<file path="config.mk">
export PLATFORM = sky130hd
export DESIGN_NAME = fifo_wr_arb_flat
export DESIGN_NICKNAME = d
export VERILOG_FILES = /design/src/rtl/fifo_wr_arb_pkg.sv /design/src/rtl/fifo_wr_arb_if.sv /design/src/rtl/rr_pick.sv /design/src/rtl/fifo_wr_arb.sv /design/src/flat_wrapper.sv
export SDC_FILE = /design/constraint.sdc
export NUM_CORES = 1
export LEC_CHECK = 0
export CORE_UTILIZATION = 42
export CTS_CLUSTER_SIZE = 16
export DETAILED_ROUTE_END_ITERATION = 8
export PLACE_DENSITY = 0.8
export SLEW_MARGIN = 15
export SYNTH_ARGS = -nofsm -noshare
export SYNTH_HDL_FRONTEND = slang
export SYNTH_SLANG_ARGS = --single-unit
export TNS_END_PERCENT = 50
</file>
<file path="constraint.sdc">
create_clock -name clk -period 2.65 [get_ports clk]
set_input_delay 0.53 -clock clk [delete_from_list [all_inputs] [get_ports clk]]
set_output_delay 0.53 -clock clk [all_outputs]
set_load 0.05 [all_outputs]
</file>
<file path="src/rtl/fifo_wr_arb_pkg.sv">
// Shared FIFO subsystem definitions: data width, default requester count,
// the write arbiter's state encoding and a round-robin index helper.
package pack_FIFO;

  localparam int unsigned FIFO_WIDTH  = 8;
  localparam int unsigned NUM_REQ_DEF = 4;
  localparam int unsigned ACK_CNT_W   = 16;

  typedef enum logic {ARB_IDLE, ARB_LOCKED} arb_state_e;

  // Wrap an index that is known to be below 2*n back into 0..n-1.
  function automatic int unsigned rr_wrap(input int unsigned idx, input int unsigned n);
    if (idx >= n) begin
      return idx - n;
    end
    return idx;
  endfunction

endpackage

</file>
<file path="src/rtl/fifo_wr_arb_if.sv">
// Bundle between the producers / FIFO write port and the write arbiter.
//   master : arbiter side (drives req_ready, FIFO write strobe/data, status)
//   slave  : environment side (producers and FIFO flags)
interface fifo_wr_arb_if #(
  parameter int unsigned NUM_REQ    = pack_FIFO::NUM_REQ_DEF,
  parameter int unsigned FIFO_WIDTH = pack_FIFO::FIFO_WIDTH
);
  localparam int unsigned ID_W  = $clog2(NUM_REQ);
  localparam int unsigned ACK_W = pack_FIFO::ACK_CNT_W;

  logic [NUM_REQ-1:0]                 req_valid;
  logic [NUM_REQ-1:0]                 req_last;
  logic [NUM_REQ-1:0][FIFO_WIDTH-1:0] req_data;
  logic [NUM_REQ-1:0]                 req_ready;

  logic                  fifo_full;
  logic                  fifo_almostfull;
  logic                  fifo_wr_ack;
  logic                  fifo_overflow;
  logic                  fifo_wr_en;
  logic [FIFO_WIDTH-1:0] fifo_data_in;

  logic [ID_W-1:0]  grant_id;
  logic             busy;
  logic [ACK_W-1:0] ack_cnt;
  logic             err_overflow;

  modport master (
    input  req_valid, req_last, req_data,
    input  fifo_full, fifo_almostfull, fifo_wr_ack, fifo_overflow,
    output req_ready, fifo_wr_en, fifo_data_in,
    output grant_id, busy, ack_cnt, err_overflow
  );

  modport slave (
    output req_valid, req_last, req_data,
    output fifo_full, fifo_almostfull, fifo_wr_ack, fifo_overflow,
    input  req_ready, fifo_wr_en, fifo_data_in,
    input  grant_id, busy, ack_cnt, err_overflow
  );

endinterface

</file>
<file path="src/rtl/rr_pick.sv">
// Combinational round-robin picker: first set bit of i_req at or after
// i_rr_ptr, wrapping modulo NUM_REQ.
//   i_req    : request vector
//   i_rr_ptr : highest-priority index this cycle
//   o_found  : any request set
//   o_sel    : chosen index (0 when nothing found)
module rr_pick
  import pack_FIFO::*;
#(
  parameter  int unsigned NUM_REQ = pack_FIFO::NUM_REQ_DEF,
  localparam int unsigned ID_W    = $clog2(NUM_REQ)
) (
  input  logic [NUM_REQ-1:0] i_req,
  input  logic [ID_W-1:0]    i_rr_ptr,
  output logic               o_found,
  output logic [ID_W-1:0]    o_sel
);

  int unsigned w_idx;

  // Scan from the farthest offset down so the nearest request wins last.
  always_comb begin
    o_found = 1'b0;
    o_sel   = '0;
    w_idx   = 0;
    for (int i = int'(NUM_REQ) - 1; i >= 0; i--) begin
      w_idx = rr_wrap(32'(i_rr_ptr) + 32'(i), NUM_REQ);
      if (i_req[ID_W'(w_idx)]) begin
        o_found = 1'b1;
        o_sel   = ID_W'(w_idx);
      end
    end
  end

endmodule

</file>
<file path="src/rtl/fifo_wr_arb.sv">
// Round-robin write arbiter in front of the FIFO write port, with packet
// lock so multi-word packets land contiguously and self-throttling on the
// FIFO full / almost-full flags.
//   clk, rst : clock, synchronous active-high reset
//   bus      : producer handshakes, FIFO write port and status (master side)
module fifo_wr_arb
#(
  parameter int unsigned NUM_REQ    = pack_FIFO::NUM_REQ_DEF,
  parameter int unsigned FIFO_WIDTH = pack_FIFO::FIFO_WIDTH
) (
  input  logic          clk,
  input  logic          rst,
  fifo_wr_arb_if.master bus
);
  import pack_FIFO::*;

  localparam int unsigned ID_W  = $clog2(NUM_REQ);
  localparam int unsigned ACK_W = ACK_CNT_W;

  arb_state_e            r_state;
  arb_state_e            w_state_nxt;
  logic [ID_W-1:0]       r_rr_ptr;
  logic [ID_W-1:0]       r_grant_id;
  logic                  r_wr_en;
  logic [FIFO_WIDTH-1:0] r_data;
  logic [ACK_W-1:0]      r_ack_cnt;
  logic                  r_err_ovf;

  logic                  w_found;
  logic [ID_W-1:0]       w_sel;
  logic                  w_space_ok;
  logic                  w_accept;
  logic                  w_done;
  logic [ID_W-1:0]       w_grant;
  logic [NUM_REQ-1:0]    w_ready;
  logic [ID_W-1:0]       w_ptr_nxt;

  rr_pick #(.NUM_REQ(NUM_REQ)) u_pick (
    .i_req    (bus.req_valid),
    .i_rr_ptr (r_rr_ptr),
    .o_found  (w_found),
    .o_sel    (w_sel)
  );

  // A write already in the output register consumes the last free slot.
  assign w_space_ok = !bus.fifo_full && !(r_wr_en && bus.fifo_almostfull);

  // State register.
  always_ff @(posedge clk) begin
    if (rst) begin
      r_state <= ARB_IDLE;
    end else begin
      r_state <= w_state_nxt;
    end
  end

  // Next state, grant and ready decode.
  always_comb begin
    w_state_nxt = r_state;
    w_grant     = r_grant_id;
    w_ready     = '0;
    w_accept    = 1'b0;
    w_done      = 1'b0;
    case (r_state)
      ARB_IDLE: begin
        if (w_found) begin
          w_grant = w_sel;
        end
        if (w_found && w_space_ok && !rst) begin
          w_ready[w_sel] = 1'b1;
          w_accept       = 1'b1;
          w_done         = bus.req_last[w_sel];
          if (!bus.req_last[w_sel]) begin
            w_state_nxt = ARB_LOCKED;
          end
        end
      end
      ARB_LOCKED: begin
        // Ready is offered to the owner even while it has no word.
        if (w_space_ok && !rst) begin
          w_ready[r_grant_id] = 1'b1;
          w_accept            = bus.req_valid[r_grant_id];
          w_done              = w_accept && bus.req_last[r_grant_id];
          if (w_done) begin
            w_state_nxt = ARB_IDLE;
          end
        end
      end
      default: w_state_nxt = ARB_IDLE;
    endcase
    if (rst) begin
      w_grant = '0;
    end
  end

  assign w_ptr_nxt = (32'(w_grant) == NUM_REQ - 1) ? '0 : w_grant + ID_W'(1);

  // Output register, round-robin pointer, ack counter and sticky error.
  always_ff @(posedge clk) begin
    if (rst) begin
      r_rr_ptr   <= '0;
      r_grant_id <= '0;
      r_wr_en    <= 1'b0;
      r_data     <= '0;
      r_ack_cnt  <= '0;
      r_err_ovf  <= 1'b0;
    end else begin
      r_wr_en <= w_accept;
      if (w_accept) begin
        r_data     <= bus.req_data[w_grant];
        r_grant_id <= w_grant;
      end
      if (w_done) begin
        r_rr_ptr <= w_ptr_nxt;
      end
      if (bus.fifo_wr_ack) begin
        r_ack_cnt <= r_ack_cnt + ACK_W'(1);
      end
      if (bus.fifo_overflow) begin
        r_err_ovf <= 1'b1;
      end
    end
  end

  assign bus.req_ready    = w_ready;
  assign bus.grant_id     = w_grant;
  assign bus.busy         = (r_state == ARB_LOCKED);
  assign bus.fifo_wr_en   = r_wr_en;
  assign bus.fifo_data_in = r_data;
  assign bus.ack_cnt      = r_ack_cnt;
  assign bus.err_overflow = r_err_ovf;

endmodule

</file>
<file path="src/flat_wrapper.sv">
// flat-port wrapper written by rule: the top's interface ports become plain ports
module fifo_wr_arb_flat import pack_FIFO::*;
#(
  parameter int unsigned NUM_REQ    = pack_FIFO::NUM_REQ_DEF,
  parameter int unsigned FIFO_WIDTH = pack_FIFO::FIFO_WIDTH
)
  (clk, rst, bus_req_valid, bus_req_last, bus_req_data, bus_fifo_full, bus_fifo_almostfull, bus_fifo_wr_ack, bus_fifo_overflow, bus_req_ready, bus_fifo_wr_en, bus_fifo_data_in, bus_grant_id, bus_busy, bus_ack_cnt, bus_err_overflow);
  fifo_wr_arb_if #(.NUM_REQ(NUM_REQ), .FIFO_WIDTH(FIFO_WIDTH)) bus_i ();
  input  logic clk;
  input  logic rst;
  input wire logic [$bits(bus_i.req_valid)-1:0] bus_req_valid;
  input wire logic [$bits(bus_i.req_last)-1:0] bus_req_last;
  input wire logic [$bits(bus_i.req_data)-1:0] bus_req_data;
  input wire logic [$bits(bus_i.fifo_full)-1:0] bus_fifo_full;
  input wire logic [$bits(bus_i.fifo_almostfull)-1:0] bus_fifo_almostfull;
  input wire logic [$bits(bus_i.fifo_wr_ack)-1:0] bus_fifo_wr_ack;
  input wire logic [$bits(bus_i.fifo_overflow)-1:0] bus_fifo_overflow;
  output wire logic [$bits(bus_i.req_ready)-1:0] bus_req_ready;
  output wire logic [$bits(bus_i.fifo_wr_en)-1:0] bus_fifo_wr_en;
  output wire logic [$bits(bus_i.fifo_data_in)-1:0] bus_fifo_data_in;
  output wire logic [$bits(bus_i.grant_id)-1:0] bus_grant_id;
  output wire logic [$bits(bus_i.busy)-1:0] bus_busy;
  output wire logic [$bits(bus_i.ack_cnt)-1:0] bus_ack_cnt;
  output wire logic [$bits(bus_i.err_overflow)-1:0] bus_err_overflow;
  assign bus_i.req_valid = bus_req_valid;
  assign bus_i.req_last = bus_req_last;
  assign bus_i.req_data = bus_req_data;
  assign bus_i.fifo_full = bus_fifo_full;
  assign bus_i.fifo_almostfull = bus_fifo_almostfull;
  assign bus_i.fifo_wr_ack = bus_fifo_wr_ack;
  assign bus_i.fifo_overflow = bus_fifo_overflow;
  assign bus_req_ready = bus_i.req_ready;
  assign bus_fifo_wr_en = bus_i.fifo_wr_en;
  assign bus_fifo_data_in = bus_i.fifo_data_in;
  assign bus_grant_id = bus_i.grant_id;
  assign bus_busy = bus_i.busy;
  assign bus_ack_cnt = bus_i.ack_cnt;
  assign bus_err_overflow = bus_i.err_overflow;
  fifo_wr_arb #(.NUM_REQ(NUM_REQ), .FIFO_WIDTH(FIFO_WIDTH)) u_core (.clk(clk), .rst(rst), .bus(bus_i));
endmodule
</file>
Yosys cells after proc, flatten, opt, wreduce, memory -nomap -nowiden
Cells that the tools add are included.

word-level totals
  bits in registers = 31
  bits of input ports = 46
  output and inout port bits = 33
  logic and storage cells = 100

cells by class
  add/sub/neg operators = 9
  $lt $le $gt $ge = 13
  equal/unequal tests = 1
  muxes and demuxes = 58
  bitwise operators = 1
  reductions and logical operators = 11

operators by type and width
  cell                                                                    number
  2-bit two-way mux                                                       16
  1-bit two-way mux                                                       25
  2-bit by 3-bit < comparator with 1-bit output (second input constant)   7
  16-bit by 1-bit adder with 16-bit output (second input constant)        1
  8-bit binary-select mux with 2-bit select                               1
  1-bit binary-select mux with 2-bit select                               7
  3-bit >= comparator (second input constant)                             3
  1-bit logical AND                                                       8
  4-bit two-way mux                                                       2
  8-bit two-way mux                                                       1
  4-bit case mux with 2 select lines                                      1
  2-bit by 1-bit subtractor with 2-bit output (second input constant)     4
  2-bit by 2-bit adder with 3-bit output (second input constant)          2
  1-bit case mux with 2 select lines                                      3
  1-bit demux with 2-bit select                                           2
  2-bit by 1-bit >= comparator with 1-bit output (second input constant)  2
  2-bit by 1-bit adder with 3-bit output (second input constant)          1
  2-bit by 3-bit >= comparator with 1-bit output (second input constant)  1
  1-bit zero test                                                         3
  2-bit by 1-bit adder with 2-bit output (second input constant)          1
  2-bit equality test (second input constant)                             1
  1-bit inverter                                                          1

Depth between registers and ports, before layout
  word-level depth = 16
  gate-level depth with buffers = 9
  depth with buffers taken out = 6

Hierarchy
Synthesis repeated with hierarchy kept, for this count alone.

second synthesis, totals
  cell total of the unflattened synthesis = 239
  area, all modules = 1971.9 um^2

by module, submodules not included
  module       times used  cells each  area each (um^2)  sequential area each (um^2)
  fifo_wr_arb  1           226         1894.3            620.6
  rr_pick      1           13          77.6              0.0

Worst setup path before layout
No wires, ideal clock.

  path type = input to output
  start = in bus_req_valid[0]
  end = out bus_req_ready[3]
  data arrival time = 2.518 ns
  required time = 2.120 ns
  setup slack = -0.398 ns
  stages on the path = 6
  buffers on the path = 1
  cell sequence = buf_6 > mux2i_1 > nor2_1 > nor3_1 > inv_1 > o32ai_1

on the way
  cells in the longest elaborated chain, start to end = 12
  elaborated cells on any way between the ends = 25
  those cells by class = order compare (2); mux (20); reduce/logical (3)

RTL lines
  what                                                                                                                                   RTL line            text
  start: declaration                                                                                                                     flat_wrapper.sv:11  input wire logic [$bits(bus_i.req_valid)-1:0] bus_req_valid;
  1-bit binary-select mux with 2-bit select                                                                                              rr_pick.sv:28       if (i_req[ID_W'(w_idx)]) begin
  1-bit two-way mux (not written as such)                                                                                                rr_pick.sv:28
  2-bit two-way mux (4 in series)                                                                                                        rr_pick.sv:28
  2-bit by 3-bit < comparator with 1-bit output (not written as such) or 2-bit by 1-bit >= comparator with 1-bit output (tied branches)  fifo_wr_arb.sv:70   w_ready[w_sel] = 1'b1;
  1-bit logical AND (not written as such)                                                                                                fifo_wr_arb.sv:70
  1-bit two-way mux (not written as such)                                                                                                fifo_wr_arb.sv:70
  1-bit demux with 2-bit select                                                                                                          -
  4-bit two-way mux (*)                                                                                                                  fifo_wr_arb.sv:69   if (w_found && w_space_ok && !rst) begin
  4-bit case mux with 2 select lines (*)                                                                                                 fifo_wr_arb.sv:64   case (r_state)
  end: declaration                                                                                                                       flat_wrapper.sv:18  output wire logic [$bits(bus_i.req_ready)-1:0] bus_req_ready;

Every way passes the cells marked *; elsewhere a longest branch is shown, timed or not. The select of a mux whose other input is x is not followed.

Final worst setup path
  start = in bus_req_valid[2]
  end = out bus_req_ready[1]

The elaborated chain is that of the path after synthesis.

==> implementation parameters <==
Parameter                              Value

Status
  Outcome ... finished clean

STA
  Final setup violating endpoints ... 0
  Final hold violations ... 0
  Number of pins with negative max-slew slack in the final report ... 0
  Fin crit period ... 2.51 ns
  Unrepaired setup endpoints after global routing ... false
  Worst hold margin ... 0.470 ns
  Clock skew after layout ... 0.00251 ns
  Max_slew headroom ... 64.3%
  Period Utilization, post-route ... 94.9%
  Slew @ Worst Pin ... 0.534 ns
  Accumulated negative setup slack ... 0 ns
  Achievable Freq ... 0.398 GHz

Placement
  Estimated wirelength of the detail-placed design ... 3590 um
  Placed Cells ... 345
  # port buffers ... 78
  Final RePlAce weighted congestion ... 0.845
  Placed Instance Area ... 2820 sq um

Yosys
  Primary FF master, synth ... dfxtp_1
  Yosys cell types ... 46
  Count of flip-flops with a built-in enable after synthesis ... 0
  Synth Area in Simple Gates ... 23.4%
  Warning count from the yosys run ... 0
  Adder-Cell Fraction of Synth Area ... 0.695%
  Multiplexer area fraction after synthesis ... 12.7%
  Cell area after synthesis ... 1800 sq um
  Fraction of synthesis flops using an asynchronous set or reset pin ... 0%
  Sequential area share after synthesis ... 34.5%
  Per-instance average area after synthesis ... 8.82 sq um
  Main combinational cell family by area after synthesis ... simple AND/OR/NAND/NOR gates
  Count of mapped cells out of synthesis ... 204
  Post-synthesis share of cell area spent on xor and xnor gates ... 7.79%
  Synth Area in Compound Gates ... 15.1%
  Syn Nets ... 251
  Post-synthesis sequential element count ... 31

Clock tree
  Clock tree root buffer cell ... clkbuf_8
  Clock insertion delay at the later pin of the skew report ... 0.28 ns
  Number of sinks on the clock net ... 31
  Count of hold buffers inserted by post-cts repair ... 0
  Post-cts resize count ... 12
  CTS tree ... done
  Clock input transition at the sequential cells of the worst setup and hold paths ... 0.06 ns
  Postcts setup bufs ... 0
  Maximum root-to-sink buffer count ... 2
  Number of H-tree branching levels ... 2
  TritonCTS buffer count ... 5

Min path
  WHS Path Cells ... 2
  Min-Delay Path Class ... reg2reg

Route
  Via-to-Cell Ratio ... 5.33
  Residual DRC ... 0
  Starting DRC count in detailed routing ... 103
  DRT Wirelength ... 4850 um
  Antenna violation net count after detailed routing ... 0
  Average wire per standard cell ... 13.8 um
  Total vias in the final route ... 1877
  First-pass iteration count of the detailed router ... 4

Critical path
  Chain of cells forming the critical path ... dlygate4sd2_1, or4_4, and3_4, a32o_2, buf_12
  Crit path max-delay cell type ... or4_4
  Critical path class ... in2out
  Arrival time worst endpoint ... 1.98 ns
  Worst reg2reg path endpoint ... u_core.r_rr_ptr[0]$_SDFFE_PP0P_
  Source of the critical timing path ... bus_req_valid[2]
  Worst EP required ... 2.12 ns
  Register-to-register path setup slack ... 0.56 ns
  Crit. End Element ... output pin
  CP peak stage delay ... 0.52 ns
  Startpoint class of the critical path ... primary input
  Biggest fanout along the worst timing path ... 5
  End point of the critical path ... bus_req_ready[1]
  Cell count of the worst reg-to-reg path ... 7
  FF-to-FF Start ... u_core.r_rr_ptr[1]$_SDFFE_PP0P_

Floorplan
  Num rows ... 23
  Width of the chip ... 67.5 um
  Floorplan core area ... 4060 sq um
  Die span in y ... 67.5 um
  Effective utilization at floorplan ... 44.3%
  Die footprint ... 4550 sq um
  Io pins ... 79

Final layout
  Design area ... 2940 sq um
  Area growth from synthesis to final layout ... 63.6%
  Share of cells above drive strength 1 ... 16.2%
  Post-Layout Cell Count ... 352
  Final antenna diode count ... 0
  Total Nets Final ... 349
  Final core utilization ... 72.5%

Power
  Leakage power ... 0.00125 uW
  Areal power density over the cells ... 434 nW/um^2
  Largest vdd supply drop ... 334 uV

GRT
  Total GRT Usage ... 23.6%
  Total grt overflow ... 0
  Number of global-route vias before repair ... 1848
  Antenna violations before repair ... 0
  First-pass GRT wire length ... 8040 um
  Maximum number of pins on one net before global-route repair ... 32

Run
  Max Cap Violations ... 0
==> final cells by class <==
| class | count | area [sq um] |
|---|---|---|
| timing repair buffer | 102 | 1000 |
| sequential | 31 | 621 |
| clock inverter | 1 | 5.00 |
| inverter | 8 | 30.0 |
| tap | 50 | 62.6 |
| fill | 323 | 1110 |
| clock buffer | 6 | 82.6 |
| multi-input combinational | 154 | 1140 |
==> metrics by stage <==
step           total power (uW)  setup WS [ns]
2_1_floorplan               734         0.0421
3_3_place_gp                907        -0.0837
3_5_place_dp                910         -0.137
4_1_cts                    1290          0.138
5_1_grt                    1340         0.0206
6_report                   1280          0.136
==> placed cells by master, fill, tap and decap left out, types with 3 or more instances in the layout <==
cell type        Yosys  layout
clkdlybuf4s50_1      0      68
dfxtp_1             31      31
nor2_1              26      26
buf_4                0      25
mux2i_1             19      19
nand2_1             12      12
xor2_1              12      12
nand3b_1            10      10
o221ai_1             8       8
inv_1                8       7
a21oi_1              7       7
nand3_1              7       7
and3_1               7       7
clkbuf_8             0       6
nand2b_1             5       5
buf_12               1       5
xnor2_1              4       4
dlygate4sd2_1        0       4
o21ai_0              3       3
nand4_1              3       3
==> critical path: cells and delay by family <==
family                 cells  cell delay (ns)
and+or+nand+nor            2             0.73
buffers and inverters      2             0.43
AOI/OAI and AO/OA          1             0.29
==> how the worst min path moves through the flow <==
| stage | startpoint | to | slack, ns |
|---|---|---|---|
| 2_1_floorplan | u_core.r_grant_id[1]$_SDFFE_PP0P_ | u_core.r_grant_id[1]$_SDFFE_PP0P_ | 0.50 |
| 3_3_place_gp | u_core.bus.err_overflow$_SDFFE_PP0P_ | u_core.bus.err_overflow$_SDFFE_PP0P_ | 0.45 |
| 3_5_place_dp | u_core.bus.err_overflow$_SDFFE_PP0P_ | u_core.bus.err_overflow$_SDFFE_PP0P_ | 0.46 |
| 4_1_cts | u_core.bus.err_overflow$_SDFFE_PP0P_ | u_core.bus.err_overflow$_SDFFE_PP0P_ | 0.48 |
| 5_1_grt | u_core.bus.err_overflow$_SDFFE_PP0P_ | u_core.bus.err_overflow$_SDFFE_PP0P_ | 0.51 |
| 6_report | u_core.bus.err_overflow$_SDFFE_PP0P_ | u_core.bus.err_overflow$_SDFFE_PP0P_ | 0.47 |
==> flip-flops by register name, indices dropped and copies added, names as in the netlist <==
register / count
u_core.bus.fifo_wr_en: 1
u_core.bus.busy: 1
u_core.r_rr_ptr: 2
u_core.bus.err_overflow: 1
u_core.bus.ack_cnt: 16
u_core.bus.fifo_data_in: 8
u_core.r_grant_id: 2
==> routing by layer <==
| layer | up-vias | track usage (%) | routed length [um] |
|---|---|---|---|
| met1 | 866 | 26.6 | 2080 |
| met3 | 8 | 7.43 | 351 |
| met4 | 0 | 8.24 | 56 |
| met2 | 73 | 41.4 | 2370 |
| met5 | - | 0 | 0 |
| li1 | 930 | - | - |
==> synthesized netlist by cell type, types with 5 or more instances <==
cell	count	area [sq um]
a21oi_1	7	35.0
and3_1	7	43.8
dfxtp_1	31	621
inv_1	8	30.0
mux2i_1	19	190
nand2_1	12	45.0
nand2b_1	5	31.3
nand3_1	7	35.0
nand3b_1	10	75.1
nor2_1	26	97.6
o221ai_1	8	70.1
xor2_1	12	105
==> power breakdown <==
part	internal [uW]	switching, uW	total (uW)
Combinational	192	207	399
Sequential	490	19.7	509
Clock	203	166	369
Total	885	393	1280
==> cells by family after synthesis <==
group,count (synthesis)
muxes,21
DFF,31
buffers and inverters,19
and+or+nand+nor,80
adders and majority gates,1
xor gates and xnor gates,16
AOI/OAI and AO/OA,36
(Power assumes the default switching activity.)
